**config.mk**
```make
export PLATFORM = sky130hd
export DESIGN_NAME = ahb_bus_arbiter
export DESIGN_NICKNAME = d
export VERILOG_FILES = /design/src/rtl/ahb_bus_arbiter.sv
export SDC_FILE = /design/constraint.sdc
export NUM_CORES = 1
export LEC_CHECK = 0
export CAP_MARGIN = 20
export CORE_ASPECT_RATIO = 0.9
export CORE_MARGIN = 2
export CORE_UTILIZATION = 54
export CTS_BUF_LIST = sky130_fd_sc_hd__clkbuf_2 sky130_fd_sc_hd__clkbuf_4 sky130_fd_sc_hd__clkbuf_8
export CTS_CLUSTER_SIZE = 14
export DETAILED_ROUTE_END_ITERATION = 16
export PLACE_DENSITY = 0.94
export REMOVE_ABC_BUFFERS = 1
export SYNTH_ARGS = -nofsm -noshare
export SYNTH_HDL_FRONTEND = slang
export SYNTH_SLANG_ARGS = --single-unit
export TNS_END_PERCENT = 20
```
**constraint.sdc**
```tcl
create_clock -name clk -period 4.17 [get_ports clk]
set_clock_uncertainty 0.2 [all_clocks]
set_input_delay 1.251 -clock clk [delete_from_list [all_inputs] [get_ports clk]]
set_output_delay 1.251 -clock clk [all_outputs]
set_load 0.005 [all_outputs]
```
**src/rtl/ahb_bus_arbiter.sv**
```systemverilog
// Round-robin AHB-lite bus arbiter with burst and lock hold.
// Drives the address-phase and data-phase master selects.
module ahb_bus_arbiter #(
  parameter int NUM_MASTERS    = 3,
  parameter int DEFAULT_MASTER = 0,
  parameter int MID_W          = 2
) (
  input  logic                   clk,
  input  logic                   hreset_n,
  input  logic [NUM_MASTERS-1:0] hbusreq,
  input  logic [NUM_MASTERS-1:0] hlock,
  input  logic [1:0]             htrans,
  input  logic [2:0]             hburst,
  input  logic                   hready,
  output logic [NUM_MASTERS-1:0] hgrant,
  output logic [MID_W-1:0]       hmaster,
  output logic [MID_W-1:0]       hmaster_data,
  output logic                   hmastlock
);

  localparam logic [1:0] TR_IDLE   = 2'b00;
  localparam logic [1:0] TR_BUSY   = 2'b01;
  localparam logic [1:0] TR_NONSEQ = 2'b10;
  localparam logic [1:0] TR_SEQ    = 2'b11;

  logic [4:0]       cnt;
  logic [4:0]       cnt_nxt;
  logic [4:0]       len_m1;
  logic [MID_W-1:0] rr_ptr;
  logic [MID_W-1:0] winner;
  logic [MID_W-1:0] idx;
  logic [MID_W-1:0] owner_nxt;
  logic             found;
  logic             arb;

  always_comb begin
    len_m1 = '0;
    unique case (1'b1)
      (hburst == 3'd2 || hburst == 3'd3): len_m1 = 5'd3;
      (hburst == 3'd4 || hburst == 3'd5): len_m1 = 5'd7;
      (hburst == 3'd6 || hburst == 3'd7): len_m1 = 5'd15;
      default:                            len_m1 = '0;
    endcase
  end

  always_comb begin
    cnt_nxt = cnt;
    case (htrans)
      TR_IDLE:   cnt_nxt = '0;
      TR_BUSY:   cnt_nxt = cnt;
      TR_NONSEQ: cnt_nxt = len_m1;
      TR_SEQ:    cnt_nxt = (cnt != '0) ? cnt - 5'd1 : '0;
      default:   cnt_nxt = cnt;
    endcase
  end

  // Scan starts just past the current owner, so the owner comes last.
  always_comb begin
    winner = MID_W'(DEFAULT_MASTER);
    found  = 1'b0;
    idx    = '0;
    for (int i = 1; i <= NUM_MASTERS; i++) begin
      idx = MID_W'((int'(rr_ptr) + i) % NUM_MASTERS);
      if (!found && hbusreq[idx]) begin
        found  = 1'b1;
        winner = idx;
      end
    end
  end

  assign arb       = hready && !hlock[hmaster] && (cnt_nxt == '0);
  assign owner_nxt = arb ? winner : hmaster;

  always_ff @(posedge clk) begin
    if (!hreset_n) begin
      hgrant       <= NUM_MASTERS'(1) << DEFAULT_MASTER;
      hmaster      <= MID_W'(DEFAULT_MASTER);
      hmaster_data <= MID_W'(DEFAULT_MASTER);
      hmastlock    <= 1'b0;
      cnt          <= '0;
      rr_ptr       <= MID_W'(DEFAULT_MASTER);
    end else if (hready) begin
      cnt          <= cnt_nxt;
      hmaster_data <= hmaster;
      hmastlock    <= hlock[owner_nxt];
      if (arb) begin
        hgrant  <= NUM_MASTERS'(1) << winner;
        hmaster <= winner;
        rr_ptr  <= winner;
      end
    end
  end

endmodule

```
== Word level (Yosys, flattened, before mapping) ==
Cells that the tools add are included.

* Bits in registers: 15
* Latch bits: 0
* RAM bits: 0
* Memory bits (read-only): 0
* Input bits: 14
* Output and inout port bits: 8
* Word-level logic and storage cells: 61
* Memories: 0

* Add/subtract/negate cells: 4
* Multipliers: 0
* Divide/modulo/power cells: 3
* $lt $le $gt $ge: 5
* Eq/ne operators: 9
* Shift operators: 1
* Mux-type cells: 19
* Bitwise gates (word level): 0
* Reduce and logical (&&, ||, !) cells: 14

{| class="wikitable"
|+ Operator list
! cell !! number
|-
| 32-bit by 3-bit remainder unit with 32-bit output (second input constant) || 3
|-
| 5-bit one-hot mux with 4 select lines || 1
|-
| 2-bit by 3-bit < comparator with 1-bit output (second input constant) || 5
|-
| 3-bit equality test (second input constant) || 4
|-
| 4-bit one-hot mux with 3 select lines || 1
|-
| 1-bit binary-select mux with 2-bit select || 5
|-
| 2-bit two-way mux || 4
|-
| 1-bit two-way mux || 7
|-
| 2-bit by 2-bit adder with 3-bit output (second input constant) || 2
|-
| 3-bit by 2-bit equality test with 1-bit output (second input constant) || 2
|-
| 5-bit zero test || 1
|-
| 5-bit two-way mux || 1
|-
| 5-bit nonzero test || 1
|-
| 5-bit by 1-bit subtractor with 5-bit output (second input constant) || 1
|-
| 2-bit equality test (second input constant) || 2
|-
| 1-bit logical AND || 4
|-
| 2-bit by 1-bit adder with 3-bit output (second input constant) || 1
|-
| 1-bit zero test || 3
|-
| 1-bit logical OR || 3
|-
| 1-bit by 2-bit << shifter with 3-bit output (first input constant) || 1
|-
| 2-bit by 1-bit equality test with 1-bit output (second input constant) || 1
|-
| 2-bit zero test || 1
|-
| 2-bit AND reduction || 1
|}

== Depth between registers and ports, before layout ==
* Depth after elaboration: 14
* Gate-level depth with buffers: 7
* Mapped depth without buffers: 7

== Worst setup path before layout ==
Ideal clock, no wire load.

* Kind: input port to flip-flop
* From: input hready
* To: register hgrant[1]
* Setup time: 0.070 ns
* Arrival: 2.751 ns
* Data required time: 3.900 ns
* Setup slack: 1.149 ns
* Stages: 7
* Path buffers: 2
* Cell sequence: buf_2 -> clkinv_1 -> a221o_1 -> nand2b_1 -> buf_2 -> or4_4 -> a21oi_1

* Word-level cells in the longest chain between the ends: 3

{| class="wikitable"
|+ Ends and longest elaborated chain
! element !! line !! RTL
|-
| start, declared || 14 || <nowiki>input logic hready,</nowiki>
|-
| 1-bit logical AND (2 in a row) || 71 || <nowiki>assign arb = hready && !hlock[hmaster] && (cnt_nxt == '0);</nowiki>
|-
| 2-bit AND reduction (no line) (*) || -- ||
|-
| end signal, assigned || 76 || <nowiki>hgrant <= NUM_MASTERS'(1) << DEFAULT_MASTER;</nowiki>
|-
| end signal, assigned || 87 || <nowiki>hgrant <= NUM_MASTERS'(1) << winner;</nowiki>
|-
| end, declared || 15 || <nowiki>output logic [NUM_MASTERS-1:0] hgrant,</nowiki>
|}

Every way passes the cells marked *; elsewhere a longest branch is shown, timed or not.
A chain may end at the register's enable or synchronous reset.

== Worst setup path in the final report ==
* From: input htrans[0]
* To: register rr_ptr[0]

* Word-level cells in the longest chain between the ends: 5
* Elaborated cells between the ends (all ways): 8
* Classes of those cells: 3 x eq/ne; 1 x mux; 4 x reduce/logical

{| class="wikitable"
|+ Ends and longest elaborated chain
! element !! line !! RTL
|-
| start, declared || 12 || <nowiki>input logic [1:0] htrans,</nowiki>
|-
| 2-bit equality test, or another cell as far along || 48 || <nowiki>case (htrans)</nowiki>
|-
| 5-bit one-hot mux with 4 select lines (*) || 48 ||
|-
| 5-bit zero test (*) || 71 ||
|-
| 1-bit logical AND (*) || 71 ||
|-
| 2-bit AND reduction (no line) (*) || -- ||
|-
| end signal, assigned || 81 || <nowiki>rr_ptr <= MID_W'(DEFAULT_MASTER);</nowiki>
|-
| end signal, assigned || 89 || <nowiki>rr_ptr <= winner;</nowiki>
|-
| end, declared || 29 || <nowiki>logic [MID_W-1:0] rr_ptr;</nowiki>
|}

Marks and branches as above.

==> flow_summary.yaml <==
routing:
  routed_wl_um: 2240
  drc: 0
  drt_iter0_drc: 19
  postRouteAntennaNets: 0
  dr.pass1.iters: 4
  dr_total_vias: 934
  wl_met1_um: 993
  routed-wl-met2_um: 1088
  routedWlPerCell_um: 14.36
  dr_wl_met3_um: 128
  maxUsedRoutingLayer: "met4"
  via_per_inst: 5.987
synthesis:
  async_flop_share: 0
  syn_avg_cell_area_sq_um: 8.357
  ys_seq_area_frac: 0.3297
  synthCells: 109
  netlist_area_sq_um: 910.9
  ys.flop_type: "dfxtp_1"
  synth-seq-cells: 15
  yosysWarningCount: 0
  synth_cell_types: 39
  synth_enable_flop_cells: 0
grt:
  grt_use_total: 0.2596
  antenna_found_initial: 0
  grt_pass1_wl_um: 3843
  grt_max_degree: 11
  overflow: 0
  grt_pass1_vias: 870
timing:
  finalSetupViolCount: 0
  rsz0062_at_grt: "no"
  tightest_slew_ps: 753.7
  max_freq_ghz: 0.2950
  fin_tns_setup_ps: 0
  hold_violations: 0
  maxSlewViolCount: 0
  min_period_ps: 3389
  fin_ws_ps: 780.6
  fin_crit_sh: 0.8128
  max_slew_margin: 0.4952
clocking:
  clock_latency_ps: 290
  cts_buffers: 3
  cts_setup_buffers: 0
  ctsHoldBuffers: 0
  htreeDepth: 1
  cts_tree: "built"
  cts-root-buf: "clkbuf_4"
  clk_pin_slew_ps: 90
  cts_buffer_depth: 2
  cts-resized-gates: 0
  clock-sinks: 15
floorplan:
  core-area_sq_mm: 0.001629
  die_h_um: 42.97
  die_w_um: 47.29
  pin_count: 22
  initial_core_util: 0.5591
  die_area_sq_mm: 0.002032
  num_rows: 14
cells_and_area:
  diodes: 0
  area_delta_synth_final_pct: 28.30
  drive_gt1_frac: 0.06818
  nNetsFinal: 150
  final_cell_mix: "clkdlybuf4s50_1, dfxtp_1, a21oi_1"
  final_common_cell: "clkdlybuf4s50_1"
placement:
  place.gp.congestion: 0.7994
  placement.io_buffers: 20
  dp_slack_ps: 508.9
  dp_hpwl_um: 1723
setup_path:
  critical_path_class: "input port to register"
  cp-end-kind: "register"
  worstPathRequired_ps: 4200
  arrival_ps: 3420
  worst_setup_path_start_kind: "input port"
  path_max_fanout: 8
power_and_ir_drop:
  switching_share: 0.3013
  peakVddDrop_v: 0.0003322
  power_mw: 0.3263
  switching_power_mw: 0.09833
  seqPwrFrac: 0.483
  leakage_nw: 0.4143
  pwr-share-clk: 0.267
  intPower_mw: 0.2280
  power.density_mw_per_mm2: 279.2
  comb_power_share: 0.250
run_status:
  status: "completed"
worst_hold_path:
  hold_class: "register to register"
flow_run:
  max-cap-violations: 0
-- sequential cells by signal, summed over array words and instances, names as in the netlist --
name,cells
hmaster_data,2
hgrant,3
hmastlock,1
hmaster,2
rr_ptr,2
cnt,5
-- cell families after synthesis --
kind of cell	synth area share
adder cells (fa/ha/maj)	0.04121
multiplexers	0.03297
AO/OA/AOI/OAI	0.3324
flip-flops	0.3297
XOR/XNOR	0.009617
buffers and inverters	0.03983
AND/OR/NAND/NOR	0.2143
-- power groups by stage --
stage                     clock [mW]  sequential (mW)  combinational (mW)
after global placement             0            0.160              0.0780
after CTS                     0.0892            0.157              0.0811
after floorplan                    0            0.159              0.0476
after detailed placement           0            0.161              0.0803
final                         0.0872            0.158              0.0816
after global routing          0.0981            0.159              0.0897
-- metrics by stage --
step	area, sq um	utilization	cells	hold WS, ps
floorplan	900.9	-	107	253.4
global placement	1139	0.6989	152	264.3
detailed placement	1139	0.6989	152	279.4
CTS	1169	0.7174	156	291.9
global route	1169	0.7174	156	323.1
finish	1169	0.7174	156	290.1
-- synthesized netlist by cell type, drive strengths merged, types with 2 or more instances --
library cell,instances,share of area
a21boi,4,0.033
a21oi,9,0.049
a31oi,2,0.014
and3,3,0.021
buf,2,0.011
dfxtp,15,0.33
ha,3,0.041
inv,6,0.025
mux2i,3,0.033
nand2,8,0.033
nand2b,3,0.021
nand3,5,0.033
nor2,5,0.021
nor2b,3,0.021
nor3,2,0.011
o21ai,10,0.055
o31ai,7,0.058
-- layout make-up --
| cell class | instances | area, sq um |
|---|---|---|
| multi-input cells | 85 | 574.3 |
| fillers | 127 | 460.4 |
| flip-flops and latches | 15 | 300.3 |
| repair buffers | 21 | 207.7 |
| well taps | 24 | 30.03 |
| inverters | 7 | 26.28 |
| clock buffers | 3 | 22.52 |
| clock inverters | 1 | 7.507 |
-- per-layer routing --
metal | GRT usage | vias to the layer above
met5 | 0 | -
met4 | 0.06667 | 0
met3 | 0.08936 | 5
met2 | 0.4027 | 23
met1 | 0.3368 | 443
li1 | - | 463
-- critical path, stage by stage --
cell and delay [ps]:
clkdlybuf4s50_1 530, and2b_1 220, a221o_1 390, nand2b_1 290, or4_4 590, a21boi_1 140
-- worst paths after layout --
check	to	slack (ps)	from	depth (start not counted)
worst max-delay path	rr_ptr[0]	780	htrans[0]	6
worst min-delay path	cnt[4]	290	cnt[4]	2
worst max register to register	rr_ptr[0]	1640	cnt[0]	7
worst min register to register	cnt[4]	290	cnt[4]	2
No activity file was read; power rests on OpenSTA's default activity.
